$ cat config.mk
export PLATFORM = sky130hd
export DESIGN_NAME = mem_access_arbiter
export DESIGN_NICKNAME = d
export VERILOG_FILES = /design/src/rtl/mem_access_arbiter_pkg.sv /design/src/rtl/mem_access_arbiter_rr_arbiter.sv /design/src/rtl/mem_access_arbiter.sv
export SDC_FILE = /design/constraint.sdc
export NUM_CORES = 1
export LEC_CHECK = 0
export CAP_MARGIN = 20
export CORE_UTILIZATION = 30
export DETAILED_ROUTE_END_ITERATION = 8
export GPL_TIMING_DRIVEN = 0
export SETUP_SLACK_MARGIN = 0.1
export SLEW_MARGIN = 20
export SYNTH_ARGS = -nofsm -noshare
export SYNTH_HDL_FRONTEND = slang
export SYNTH_SLANG_ARGS = --single-unit
export TNS_END_PERCENT = 100
$ cat constraint.sdc
create_clock -name clk -period 3.16 [get_ports clk]
set_clock_uncertainty 0.15 [all_clocks]
set_input_delay 0.79 -clock clk [delete_from_list [all_inputs] [get_ports clk]]
set_output_delay 0.79 -clock clk [all_outputs]
set_load 0.03 [all_outputs]
$ cat src/rtl/mem_access_arbiter_pkg.sv
`default_nettype none
// ============================================================================
// Module   : mem_access_arbiter_pkg
// Purpose  : Shared types and constants for the memory access arbiter:
//            controller state encoding, cell operation codes and a
//            modulo-N pointer increment helper.
// Revision : 1.0 - initial release
// ============================================================================
package mem_access_arbiter_pkg;

  typedef enum logic [1:0] {
    ST_IDLE    = 2'b00,
    ST_ISSUE   = 2'b01,
    ST_HOLD    = 2'b10,
    ST_RECOVER = 2'b11
  } state_t;

  localparam logic OP_READ  = 1'b0;
  localparam logic OP_WRITE = 1'b1;

  // Next round-robin position after idx, wrapping at n.
  function automatic int wrap_inc(input int idx, input int n);
    return (idx + 1 >= n) ? 0 : idx + 1;
  endfunction

endpackage
`default_nettype wire

$ cat src/rtl/mem_access_arbiter_rr_arbiter.sv
`default_nettype none
// ============================================================================
// Module   : mem_access_arbiter_rr_arbiter
// Purpose  : Combinational round-robin pick (the rr_arbiter). Returns the
//            first requester at or after i_ptr, wrapping modulo N_REQ.
// Ports    : i_req    - request vector
//            i_ptr    - starting search position
//            o_onehot - one-hot winner (zero when no request)
//            o_idx    - index of the winner
//            o_valid  - at least one request present
// Revision : 1.0 - initial release
// ============================================================================
module mem_access_arbiter_rr_arbiter #(
  parameter int N_REQ = 4,
  parameter int IDX_W = $clog2(N_REQ)
) (
  input  logic [N_REQ-1:0] i_req,
  input  logic [IDX_W-1:0] i_ptr,
  output logic [N_REQ-1:0] o_onehot,
  output logic [IDX_W-1:0] o_idx,
  output logic             o_valid
);

  always_comb begin
    int w_pos;
    o_onehot = '0;
    o_idx    = '0;
    o_valid  = 1'b0;
    w_pos    = 0;
    for (int i = 0; i < N_REQ; i++) begin
      w_pos = int'(i_ptr) + i;
      if (w_pos >= N_REQ) w_pos = w_pos - N_REQ;
      // First hit in search order wins; later hits are ignored.
      if (!o_valid && i_req[w_pos]) begin
        o_valid         = 1'b1;
        o_idx           = IDX_W'(w_pos);
        o_onehot[w_pos] = 1'b1;
      end
    end
  end

endmodule
`default_nettype wire

$ cat src/rtl/mem_access_arbiter.sv
`default_nettype none
// ============================================================================
// Module   : mem_access_arbiter
// Purpose  : Shares one memory cell access FSM between N_REQ requesters.
//            Round-robin grant, drive select/op/addr, wait for the matching
//            valid/rw, hold a settle window, then return done (and err on
//            timeout) to the granted requester.
// Ports    : clk, rst                    - clock, async active-high reset
//            i_req/i_req_op/i_req_addr   - requester side (level requests)
//            o_gnt/o_done/o_err          - grant, completion, timeout flag
//            o_mem_select/o_mem_op/o_mem_addr - to the cell FSM
//            i_mem_valid/i_mem_rw        - cell FSM state bits
// Revision : 1.0 - initial release
// ============================================================================
module mem_access_arbiter
  import mem_access_arbiter_pkg::*;
#(
  parameter int N_REQ       = 4,
  parameter int ADDR_W      = 6,
  parameter int HOLD_CYCLES = 2,
  parameter int TIMEOUT     = 15
) (
  input  logic                    clk,
  input  logic                    rst,
  input  logic [N_REQ-1:0]        i_req,
  input  logic [N_REQ-1:0]        i_req_op,
  input  logic [N_REQ*ADDR_W-1:0] i_req_addr,
  output logic [N_REQ-1:0]        o_gnt,
  output logic [N_REQ-1:0]        o_done,
  output logic                    o_err,
  output logic                    o_mem_select,
  output logic                    o_mem_op,
  output logic [ADDR_W-1:0]       o_mem_addr,
  input  logic                    i_mem_valid,
  input  logic                    i_mem_rw
);

  localparam int c_IDX_W  = $clog2(N_REQ);
  localparam int c_TCNT_W = $clog2(TIMEOUT);
  localparam int c_HCNT_W = $clog2(HOLD_CYCLES + 1);

  state_t              r_state;
  logic [c_IDX_W-1:0]  r_ptr;
  logic [c_IDX_W-1:0]  r_idx;
  logic [c_TCNT_W-1:0] r_tcnt;
  logic [c_HCNT_W-1:0] r_hcnt;
  logic [N_REQ-1:0]    r_gnt;
  logic [N_REQ-1:0]    r_done;
  logic                r_err;
  logic                r_sel;
  logic                r_op;
  logic [ADDR_W-1:0]   r_addr;

  logic [N_REQ-1:0]    w_onehot;
  logic [c_IDX_W-1:0]  w_idx;
  logic                w_any;
  logic                w_match;
  logic                w_tmo;
  logic [c_IDX_W-1:0]  w_ptr_next;

  mem_access_arbiter_rr_arbiter #(
    .N_REQ (N_REQ),
    .IDX_W (c_IDX_W)
  ) u_rr (
    .i_req    (i_req),
    .i_ptr    (r_ptr),
    .o_onehot (w_onehot),
    .o_idx    (w_idx),
    .o_valid  (w_any)
  );

  // The cell reports rw=1 in its Write state and rw=0 in Read.
  assign w_match    = i_mem_valid && (i_mem_rw == ((r_op == OP_WRITE) ? 1'b1 : 1'b0));
  // One counter serves both ISSUE and RECOVER; it is cleared on entry.
  assign w_tmo      = (r_tcnt == c_TCNT_W'(TIMEOUT - 1));
  assign w_ptr_next = c_IDX_W'(wrap_inc(int'(r_idx), N_REQ));

  always_ff @(posedge clk or posedge rst) begin
    if (rst) begin
      r_state <= ST_IDLE;
      r_ptr   <= '0;
      r_idx   <= '0;
      r_tcnt  <= '0;
      r_hcnt  <= '0;
      r_gnt   <= '0;
      r_done  <= '0;
      r_err   <= 1'b0;
      r_sel   <= 1'b0;
      r_op    <= OP_READ;
      r_addr  <= '0;
    end else begin
      // done/err are single-cycle pulses.
      r_done <= '0;
      r_err  <= 1'b0;
      case (r_state)
        ST_IDLE: begin
          if (w_any) begin
            r_gnt   <= w_onehot;
            r_idx   <= w_idx;
            r_sel   <= 1'b1;
            r_op    <= i_req_op[w_idx];
            r_addr  <= i_req_addr[w_idx*ADDR_W +: ADDR_W];
            r_tcnt  <= '0;
            r_state <= ST_ISSUE;
          end
        end
        ST_ISSUE: begin
          // A match on the last allowed cycle still counts as success.
          if (w_match) begin
            r_sel   <= 1'b0;
            r_hcnt  <= '0;
            r_state <= ST_HOLD;
          end else if (w_tmo) begin
            r_err   <= 1'b1;
            r_done  <= r_gnt;
            r_gnt   <= '0;
            r_sel   <= 1'b0;
            r_tcnt  <= '0;
            r_state <= ST_RECOVER;
          end else begin
            r_tcnt <= r_tcnt + c_TCNT_W'(1);
          end
        end
        ST_HOLD: begin
          if (r_hcnt == c_HCNT_W'(HOLD_CYCLES - 1)) begin
            r_done  <= r_gnt;
            r_gnt   <= '0;
            r_tcnt  <= '0;
            r_state <= ST_RECOVER;
          end else begin
            r_hcnt <= r_hcnt + c_HCNT_W'(1);
          end
        end
        ST_RECOVER: begin
          if (!i_mem_valid) begin
            r_ptr   <= w_ptr_next;
            r_state <= ST_IDLE;
          end else if (w_tmo) begin
            // Cell never returned to Idle: flag it, but no second done.
            r_err   <= 1'b1;
            r_ptr   <= w_ptr_next;
            r_state <= ST_IDLE;
          end else begin
            r_tcnt <= r_tcnt + c_TCNT_W'(1);
          end
        end
        default: r_state <= ST_IDLE;
      endcase
    end
  end

  assign o_gnt        = r_gnt;
  assign o_done       = r_done;
  assign o_err        = r_err;
  assign o_mem_select = r_sel;
  assign o_mem_op     = r_op;
  assign o_mem_addr   = r_addr;

endmodule
`default_nettype wire

==> results of run 1 <==
layer usage:
metal / part of all wire (%) / global-route usage (%) / vias up
met5: 0 / 0 / -
met4: 0.95 / 4.394 / 0
met2: 48 / 24.19 / 54
met3: 5.2 / 3.307 / 7
li1: - / - / 900
met1: 46 / 17.35 / 891
layout make-up:
class	instances	area [um^2]
Fill cell	670	3899
Multi-Input combinational cell	155	1252
Sequential cell	29	726.9
Timing Repair Buffer	55	545.5
Tap cell	80	100.1
Clock buffer	6	82.58
Buffer	10	78.83
Clock inverter	2	37.54
Inverter	9	33.78
path summary, 6_finish.rpt:
check,endpoint,slack [ns],cells after the start
worst max-delay path,o_mem_addr[3],0.29,10
worst min-delay path,r_ptr[0],0.33,1
worst max register to register,o_mem_addr[3],0.29,10
worst min register to register,r_ptr[0],0.33,1
max in group asynchronous,r_ptr[0],1.67,2
min in group asynchronous,o_mem_addr[1],0.75,2
flip-flops by register name (all words and copies together), names as in the netlist, 2 cells and up:
| register | flops |
|---|---|
| o_gnt | 4 |
| r_hcnt | 2 |
| r_ptr | 2 |
| o_done | 4 |
| o_mem_addr | 6 |
| r_tcnt | 4 |
| r_state | 2 |
| r_idx | 2 |
power by group:
part	total, mW	switching [mW]	internal [mW]
clock network	0.407	0.151	0.256
registers	0.608	0.107	0.501
logic	1.83	0.957	0.877
timing repair:
action                                  in CTS  in global routing
pin swaps                                    1                  3
gates resized for setup                      2                  1
buffers inserted                             0                  7
hold buffers                                 0                  0
endpoints found under the setup margin       8                  8
through the flow:
stage                     total power [mW]  instances
after floorplan                      1.900        203
after global routing                 3.070        346
after CTS                            2.760        339
final                                2.851        346
after detailed placement             2.342        331
after global placement               2.304        331
cells in the final DEF (no fill, tap or decap), drive strengths merged, types with 9 or more instances in the layout:
cell,synthesis,layout
clkdlybuf4s50,0,48
dfrtp,29,29
mux2i,22,22
nor2,15,15
buf,8,15
ha,12,12
nand2,11,11
o21ai,11,11
inv,9,9
worst max-delay path: stages, from the launching register on:
cell	delay (ns)
dfrtp_2	0.44
buf_6	0.18
inv_2	0.07
ha_1	0.29
buf_6	0.13
mux4_2	0.53
buf_4	0.16
o221ai_4	0.22
buf_4	0.23
mux2i_1	0.21
o221ai_1	0.13
kinds of logic (layout without fill, tap and decap cells):
| kind of cell | after synthesis | in the layout | synth area share (%) |
|---|---|---|---|
| compound gates | 61 | 61 | 23.71 |
| xor+xnor | 1 | 1 | 0.4202 |
| fa+ha+maj | 12 | 12 | 7.203 |
| buf+inv | 19 | 82 | 5.102 |
| flops | 29 | 29 | 34.81 |
| mux | 28 | 28 | 15.43 |
| simple gates | 53 | 53 | 13.33 |
==> results.md, run 1 <==
* Min Tclk post-route at 2.871 ns
* # diodes at 0
* Wire length per cell at 14.00 um
* Number of max-cap violations at 0
* CP required at 3.16 ns
* Post-detail-place hpwl at 3605 um
* Reg-to-Reg Start: r_ptr[0]
* Register area share after synthesis at 34.81%
* DRT antenna net count at 0
* Worst slack, placed at -0.05170 ns
* Lkg Pwr at 1.235 nW
* Post-route cell area at 2858 um^2
* CTS buffer count at 5
* Vias at 1852
* CTS tree: built
* Skew-Pair Late Insertion Delay at 0.29 ns
* Dominant cells by area after synthesis: dfrtp_1, mux2i_1, ha_1, mux4_2, a2bb2oi_1
* First-pass GRT wire length at 8135 um
* Final hold vios at 0
* Yosys top cell area share at 34.81%
* Crit path capture type: flip-flop
* Initial core utilization at 30.85%
* Clock root cell: clkbuf_8
* I/O pin total at 53
* Final Setup Violations at 0
* Critical Path Start: r_ptr[0]
* Die height at 85.36 um
* Max_slew headroom at 34.84%
* Synth cell count leaders: dfrtp_1, mux2i_1, nor2_1
* Post-synth top flop: dfrtp_1
* Setup Crit Path Kind: reg2reg
* Syn Area/Cell at 10.27 um^2
* Die area at 7285 um^2
* H-tree Lvls at 2
* Ys async rst share at 100.0%
* Number of synthesized flops with an enable pin at 0
* Port Buffers at 48
* Number of global-route vias before repair at 1782
* Largest net degree at the start of global routing at 30
* Final net count at 313
* Drt first-iter violations at 102
* Yosys warnings at 0
* Most instantiated library cell after synthesis: dfrtp_1
* Mapped cell area at 2084 um^2
* Layout cells sized above 1 at 13.91%
* Post-route setup TNS at 0 ns
* Initial antenna violation count at 0
* Clock buffer depth at 2
* Pins over their slew limit at 0
* Drt drc at 0
* Worst-path clk slew at 0.07 ns
* Final worst slack at 0.2885 ns
* Syn Inst Count at 203
* Yosys reg bits at 29
* Status: complete, no violations
* Slew @ Worst Pin at 0.9651 ns
* Final hold slack at 0.3338 ns
* Dpl cell area at 2665 um^2
* Worst Path Arrival at 2.87 ns
* Final Util at 42.30%
* Total GRT Usage at 14.02%
* CP Max Fanout at 10
* FMAX at 348.3 MHz
* Mapped Nets at 251
* Gpl congestion at 0.7672
* Cell Rows at 30
* Overall die width at 85.36 um
* Power Dens Cells at 997.5 nW/um^2
* Critical path launch point type: flip-flop
* Peak supply drop at 426.8 uV
* Hold Startpoint: r_idx[0]
* Final WL at 4844 um
* Unique masters post-synth at 46
* Layout area overhead at 37.09%
* Final period util at 90.87%
* HP Class: reg2reg
* Cell taking the most area after synthesis: dfrtp_1
* Clock sink count at 29
* Core area at 6756 um^2
* RSZ-0062 raised after global routing: false
* Pre-antenna DRT Iters at 5
* Via/cell ratio at 5.353
* Total gr overflow at 0
No activity file was read; power rests on OpenSTA's default activity.
==> inputs of run 2 (changes only) <==
- CAP_MARGIN: 20 -> 15
==> results of run 2 <==
The final DEF is identical to that of run 1; final timing and power are the same.
